--- src/rtl/clkgen_prog.sv ---
// clkgen_prog: runtime M/D reprogramming sequencer for a DCM_CLKGEN.
// A request arrives over a valid/ready handshake. The block then shifts the LoadD,
// LoadM and GO commands out on PROGEN/PROGDATA, waits for PROGDONE and for the
// synchronised LOCKED, and ends with a one-cycle done or err pulse.
// clk also serves as the DCM PROGCLK.
//
// Ports:
//   clk, rst             programming clock; asynchronous active-high reset
//   req_valid/req_ready  request handshake; req_ready is high only when idle
//   req_m, req_d         encoded M-1 / D-1 of the request
//   prog_en, prog_data   registered drive for DCM PROGEN / PROGDATA
//   progdone             DCM PROGDONE (synchronous to clk)
//   locked               DCM LOCKED (asynchronous, synchronised internally)
//   busy                 high whenever the sequencer is not idle
//   done, err            one-cycle completion pulses; err_code gives the failure cause
//   cur_m, cur_d         encoded M-1 / D-1 of the last successful programming
module clkgen_prog #(
  parameter int unsigned MD_W    = 8,
  parameter int unsigned TO_W    = 20,
  parameter int unsigned TIMEOUT = 500000,
  parameter int unsigned DEF_M   = 2,
  parameter int unsigned DEF_D   = 1
) (
  input  logic            clk,
  input  logic            rst,
  input  logic            req_valid,
  output logic            req_ready,
  input  logic [MD_W-1:0] req_m,
  input  logic [MD_W-1:0] req_d,
  output logic            prog_en,
  output logic            prog_data,
  input  logic            progdone,
  input  logic            locked,
  output logic            busy,
  output logic            done,
  output logic            err,
  output logic [1:0]      err_code,
  output logic [MD_W-1:0] cur_m,
  output logic [MD_W-1:0] cur_d
);

  localparam int unsigned SR_W = MD_W + 2;  // two command bits plus the value
  localparam logic [3:0]      ShiftLast = 4'(SR_W - 1);
  localparam logic [TO_W-1:0] TmoLast   = TO_W'(TIMEOUT - 1);
  localparam logic [MD_W-1:0] DefMEnc   = MD_W'(DEF_M - 1);
  localparam logic [MD_W-1:0] DefDEnc   = MD_W'(DEF_D - 1);

  typedef enum logic [3:0] {
    StIdle, StLoadD, StGap1, StLoadM, StGap2, StGo, StWaitDone, StWaitLock, StEnd
  } state_e;

  state_e          state_q, state_d;
  logic [3:0]      cnt_q, cnt_d;
  logic [SR_W-1:0] sr_q, sr_d;
  logic [TO_W-1:0] tmo_q, tmo_d;
  logic [MD_W-1:0] m_q, m_d, d_q, d_d;
  logic [MD_W-1:0] cur_m_q, cur_m_d, cur_d_q, cur_d_d;
  logic            prog_en_q, prog_en_d, prog_data_q, prog_data_d;
  logic            done_q, done_d, err_q, err_d;
  logic [1:0]      err_code_q, err_code_d;
  logic            locked_meta_q, locked_s_q;

  always_comb begin
    state_d     = state_q;
    cnt_d       = cnt_q;
    sr_d        = sr_q;
    tmo_d       = tmo_q;
    m_d         = m_q;
    d_d         = d_q;
    cur_m_d     = cur_m_q;
    cur_d_d     = cur_d_q;
    prog_en_d   = 1'b0;
    prog_data_d = 1'b0;
    done_d      = 1'b0;
    err_d       = 1'b0;
    err_code_d  = err_code_q;

    unique case (state_q)
      StIdle: begin
        if (req_valid) begin
          m_d        = req_m;
          d_d        = req_d;
          err_code_d = 2'd0;
          // M=1 is rejected here, so no PROGEN activity ever starts.
          if (req_m == '0) begin
            err_d      = 1'b1;
            err_code_d = 2'd1;
            state_d    = StEnd;
          end else begin
            sr_d        = {req_d, 2'b01};
            cnt_d       = 4'd0;
            prog_en_d   = 1'b1;
            prog_data_d = sr_d[0];
            state_d     = StLoadD;
          end
        end
      end
      StLoadD, StLoadM: begin
        if (cnt_q == ShiftLast) begin
          state_d = (state_q == StLoadD) ? StGap1 : StGap2;
        end else begin
          cnt_d       = cnt_q + 4'd1;
          // Rotate rather than shift; the wrapped bit never reaches the pin.
          sr_d        = {sr_q[0], sr_q[SR_W-1:1]};
          prog_en_d   = 1'b1;
          prog_data_d = sr_d[0];
        end
      end
      StGap1: begin
        sr_d        = {m_q, 2'b11};
        cnt_d       = 4'd0;
        prog_en_d   = 1'b1;
        prog_data_d = sr_d[0];
        state_d     = StLoadM;
      end
      StGap2: begin
        prog_en_d = 1'b1;  // GO command: PROGEN high with PROGDATA low
        state_d   = StGo;
      end
      StGo: begin
        tmo_d   = '0;
        state_d = StWaitDone;
      end
      StWaitDone: begin
        // The exit condition is tested first, so it wins over a same-cycle timeout.
        if (progdone) begin
          tmo_d   = '0;
          state_d = StWaitLock;
        end else if (tmo_q == TmoLast) begin
          err_d      = 1'b1;
          err_code_d = 2'd2;
          state_d    = StEnd;
        end else begin
          tmo_d = tmo_q + TO_W'(1);
        end
      end
      StWaitLock: begin
        if (locked_s_q) begin
          cur_m_d = m_q;
          cur_d_d = d_q;
          done_d  = 1'b1;
          state_d = StEnd;
        end else if (tmo_q == TmoLast) begin
          err_d      = 1'b1;
          err_code_d = 2'd3;
          state_d    = StEnd;
        end else begin
          tmo_d = tmo_q + TO_W'(1);
        end
      end
      StEnd: begin
        // This is the done/err pulse cycle; it stays busy until the pulse ends.
        state_d = StIdle;
      end
      default: state_d = StIdle;
    endcase
  end

  always_ff @(posedge clk or posedge rst) begin
    if (rst) begin
      state_q       <= StIdle;
      cnt_q         <= '0;
      sr_q          <= '0;
      tmo_q         <= '0;
      m_q           <= '0;
      d_q           <= '0;
      cur_m_q       <= DefMEnc;
      cur_d_q       <= DefDEnc;
      prog_en_q     <= 1'b0;
      prog_data_q   <= 1'b0;
      done_q        <= 1'b0;
      err_q         <= 1'b0;
      err_code_q    <= 2'd0;
      locked_meta_q <= 1'b0;
      locked_s_q    <= 1'b0;
    end else begin
      state_q       <= state_d;
      cnt_q         <= cnt_d;
      sr_q          <= sr_d;
      tmo_q         <= tmo_d;
      m_q           <= m_d;
      d_q           <= d_d;
      cur_m_q       <= cur_m_d;
      cur_d_q       <= cur_d_d;
      prog_en_q     <= prog_en_d;
      prog_data_q   <= prog_data_d;
      done_q        <= done_d;
      err_q         <= err_d;
      err_code_q    <= err_code_d;
      locked_meta_q <= locked;
      locked_s_q    <= locked_meta_q;
    end
  end

  assign req_ready = (state_q == StIdle) && !rst;
  assign busy      = (state_q != StIdle);
  assign prog_en   = prog_en_q;
  assign prog_data = prog_data_q;
  assign done      = done_q;
  assign err       = err_q;
  assign err_code  = err_code_q;
  assign cur_m     = cur_m_q;
  assign cur_d     = cur_d_q;

endmodule

--- config.mk ---
export PLATFORM = sky130hd
export DESIGN_NAME = clkgen_prog
export DESIGN_NICKNAME = d
export VERILOG_FILES = /design/src/rtl/clkgen_prog.sv
export SDC_FILE = /design/constraint.sdc
export NUM_CORES = 1
export LEC_CHECK = 0
export CAP_MARGIN = 10
export CORE_AREA = 2 2 92 94
export DETAILED_ROUTE_END_ITERATION = 8
export DIE_AREA = 0 0 94 96
export PLACE_DENSITY = 0.75
export SETUP_SLACK_MARGIN = 0.3
export SLEW_MARGIN = 20
export SYNTH_ARGS = -nofsm -noshare
export SYNTH_HDL_FRONTEND = slang
export SYNTH_SLANG_ARGS = --single-unit
--- constraint.sdc ---
create_clock -name clk -period 4.8 [get_ports clk]
set_input_delay 0.48 -clock clk [delete_from_list [all_inputs] [get_ports clk]]
set_output_delay 0.48 -clock clk [all_outputs]
set_load 0.02 [all_outputs]
==> flow_summary.ini <==
[final_layout]
diodes = 0
finish.utilization = 0.5598
design_area_um2 = 4507
drive_gt1_frac = 0.1099
nets = 465
syn2layout_area_growth_pct = 19.87

[clock_network]
post-cts-setup-buffers = 0
cts_tree = yes
clockBufferDepth = 2
clk_latency_ns = 0.35
cts_made_buffers = 9
clkSinkCount = 78
cts_max_level = 3
path_clk_slew_ns = 0.08
ctsResizeCount = 0
cts_root_buf = clkbuf_8
holdBufCountCts = 0

[sta]
fin_crit_ns = 2.796
finalCritPeriodShare = 0.5825
setup_violations = 0
max_clock_freq_mhz = 357.7
slew_headroom = 0.3628
finalMaxSlewViolations = 0
hold_violations = 0
hold_ws_ns = 0.3522
worst_pin_slew_ns = 0.9544
finClkSkew_ns = 0.01363
rsz0062_at_grt = no
fin_ws_ns = 2.004
final.setup.tns_ns = 0

[place]
dp_hpwl_um = 5929
portBuffers = 44
gp_congestion = 0.8803
dpl_cell_area_um2 = 4285
post-place-ws_ns = 2.158

[synthesis]
synth_edf_count = 0
netlist_instances = 398
yosys-top-cells-area = dfrtp_1 (51%), nand2_1 (8.4%), mux2_2 (4.8%), o21ai_0 (3.6%), a21oi_1 (3.5%)
synth_flop_cell = dfrtp_1
yosysSeqAreaShare = 0.5195
synth_simple_gate_area_share = 0.2329
ys_seq_elements = 78
syn_area_per_cell_um2 = 9.447
yosys_warnings = 0
synth_fa_ha_area_frac = 0.009983
synth_top_area_frac = 0.5125
syn-num-nets = 422
synthMuxAreaShare = 0.05058
yosysTopAreaCell = dfrtp_1
yosysMostFrequentCell = nand2_1
synth-compound-area-share = 0.1361
synthXorXnorAreaFrac = 0.01864
yosysUniqueCellTypes = 50
synth_common_cells = nand2_1 (84), dfrtp_1 (77), o21ai_0 (27)
syn_area_um2 = 3760
synth_top_family_by_area = simple AND/OR/NAND/NOR gates
async_reset_ff_frac = 1.000

[min_path]
min_to = locked_s_q
hold_depth = 0
worstHoldStart = locked_meta_q
hp-class = reg2reg

[routing]
ant_nets = 0
drt_iter0_markers = 306
routed_wl_um = 8612
first_pass_iters = 5
wl_per_cell_um = 15.63
vias_per_cell = 5.710
vias = 3146
drc = 0

[critical_path]
crit_arrival_ns = 2.32
crit_type = reg2out
setup.worst_path.start = state_q[1]
worstPathCellList = nor4_2 -> inv_1 -> nor2_1 -> clkdlybuf4s50_1
cp_slowest_cell = clkdlybuf4s50_1
r2r_cells = 5
r2r_slack_ns = 2.40
critPathMaxStageDelay_ns = 0.63
r2r-end = err_code[0]
end_kind = output pin
crit_path_max_fanout = 18
critPathLaunchType = flip-flop
crit-reg2reg-launch = state_q[1]
cp_data_required_time_ns = 4.32

[grt]
antenna_found_initial = 0
grt_overflow = 0
grt_max_degree = 46
grt_pass1_vias = 2948
grt_pass1_wl_um = 14420
gr-usage-all-layers = 0.2066

[floorplan]
core_area_um2 = 8051
fp.dieW_um = 94
ios = 45
start_util = 0.4670
rows = 33
fp.dieH_um = 96
die-area_um2 = 9024

[outcome]
status = finished clean

[power_and_ir_drop]
leakage_uw = 0.001930
power_density_nw_per_um2 = 571.6
peakVddDrop_mv = 0.3335

[run]
cap_violations = 0
==> power breakdown <==
| part | total (uW) | switching (uW) | internal, uW |
|---|---|---|---|
| Sequential | 1050 | 188 | 866 |
| Clock | 549 | 252 | 297 |
| Combinational | 973 | 555 | 418 |
| Total | 2580 | 996 | 1580 |
==> cells by family (layout without fill, tap and decap cells) <==
logic type / Yosys count / in the layout
xor gates and xnor gates: 8 / 8
buffers and inverters: 28 / 76
DFF: 78 / 78
muxes: 17 / 17
adders and majority gates: 3 / 3
and+or+nand+nor: 177 / 177
AOI/OAI and AO/OA: 87 / 87
==> worst max path at each step <==
stage | end | slack (ns)
global placement | sr_q[4] | 2.21
finish | req_ready | 2.00
global route | req_ready | 1.89
floorplan | cnt_q[0] | 2.33
detailed placement | sr_q[6] | 2.16
CTS | req_ready | 2.00
==> cell type report <==
class                           count  area (um^2)
Fill cell                         694         3545
Sequential cell                    78         1953
Multi-Input combinational cell    292         1685
Timing Repair Buffer               48        470.5
Tap cell                          105        131.4
Clock buffer                       10        127.6
Clock inverter                      6        93.84
Inverter                           12        45.04
==> critical path: cells and delay by family (launching register included) <==
family | cells | cell delay [ns]
buffers and inverters | 2 | 0.76
AND/OR/NAND/NOR | 2 | 0.61
flip-flops | 1 | 0.60
==> metrics by stage <==
step	power [uW]	cells
final	2576	551
after global routing	2766	551
after CTS	2574	551
after detailed placement	2029	535
after global placement	1989	535
after floorplan	1691	398
==> metal layers <==
layer | track usage | up-vias | wire length, um | share of wire
met5 | 0 | - | 0 | 0
met2 | 0.3190 | 96 | 3988 | 0.46
met1 | 0.2915 | 1553 | 4118 | 0.48
met4 | 0.07729 | 0 | 125 | 0.015
li1 | - | 1489 | - | -
met3 | 0.03915 | 8 | 379 | 0.044
==> state kept, by name, indices dropped and copies added, names as in the netlist <==
signal and flops:
err_code 2, cnt_q 4, prog_data 1, cur_m 8, locked_meta_q 1, locked_s_q 1
state_q 4, cur_d 8, err 1, m_q 8, prog_en 1, d_q 8
done 1, tmo_q 20, sr_q 10
==> layout by cell type, fill, tap and decap left out, drive strengths merged, types with 10 or more instances in the layout <==
master / instances
a21oi: 26
clkbuf: 10
clkdlybuf4s50: 44
dfrtp: 77
inv: 13
mux2: 16
nand2: 84
nand3: 12
nor2: 23
o21ai: 29
No activity file was read; power rests on OpenSTA's default activity.
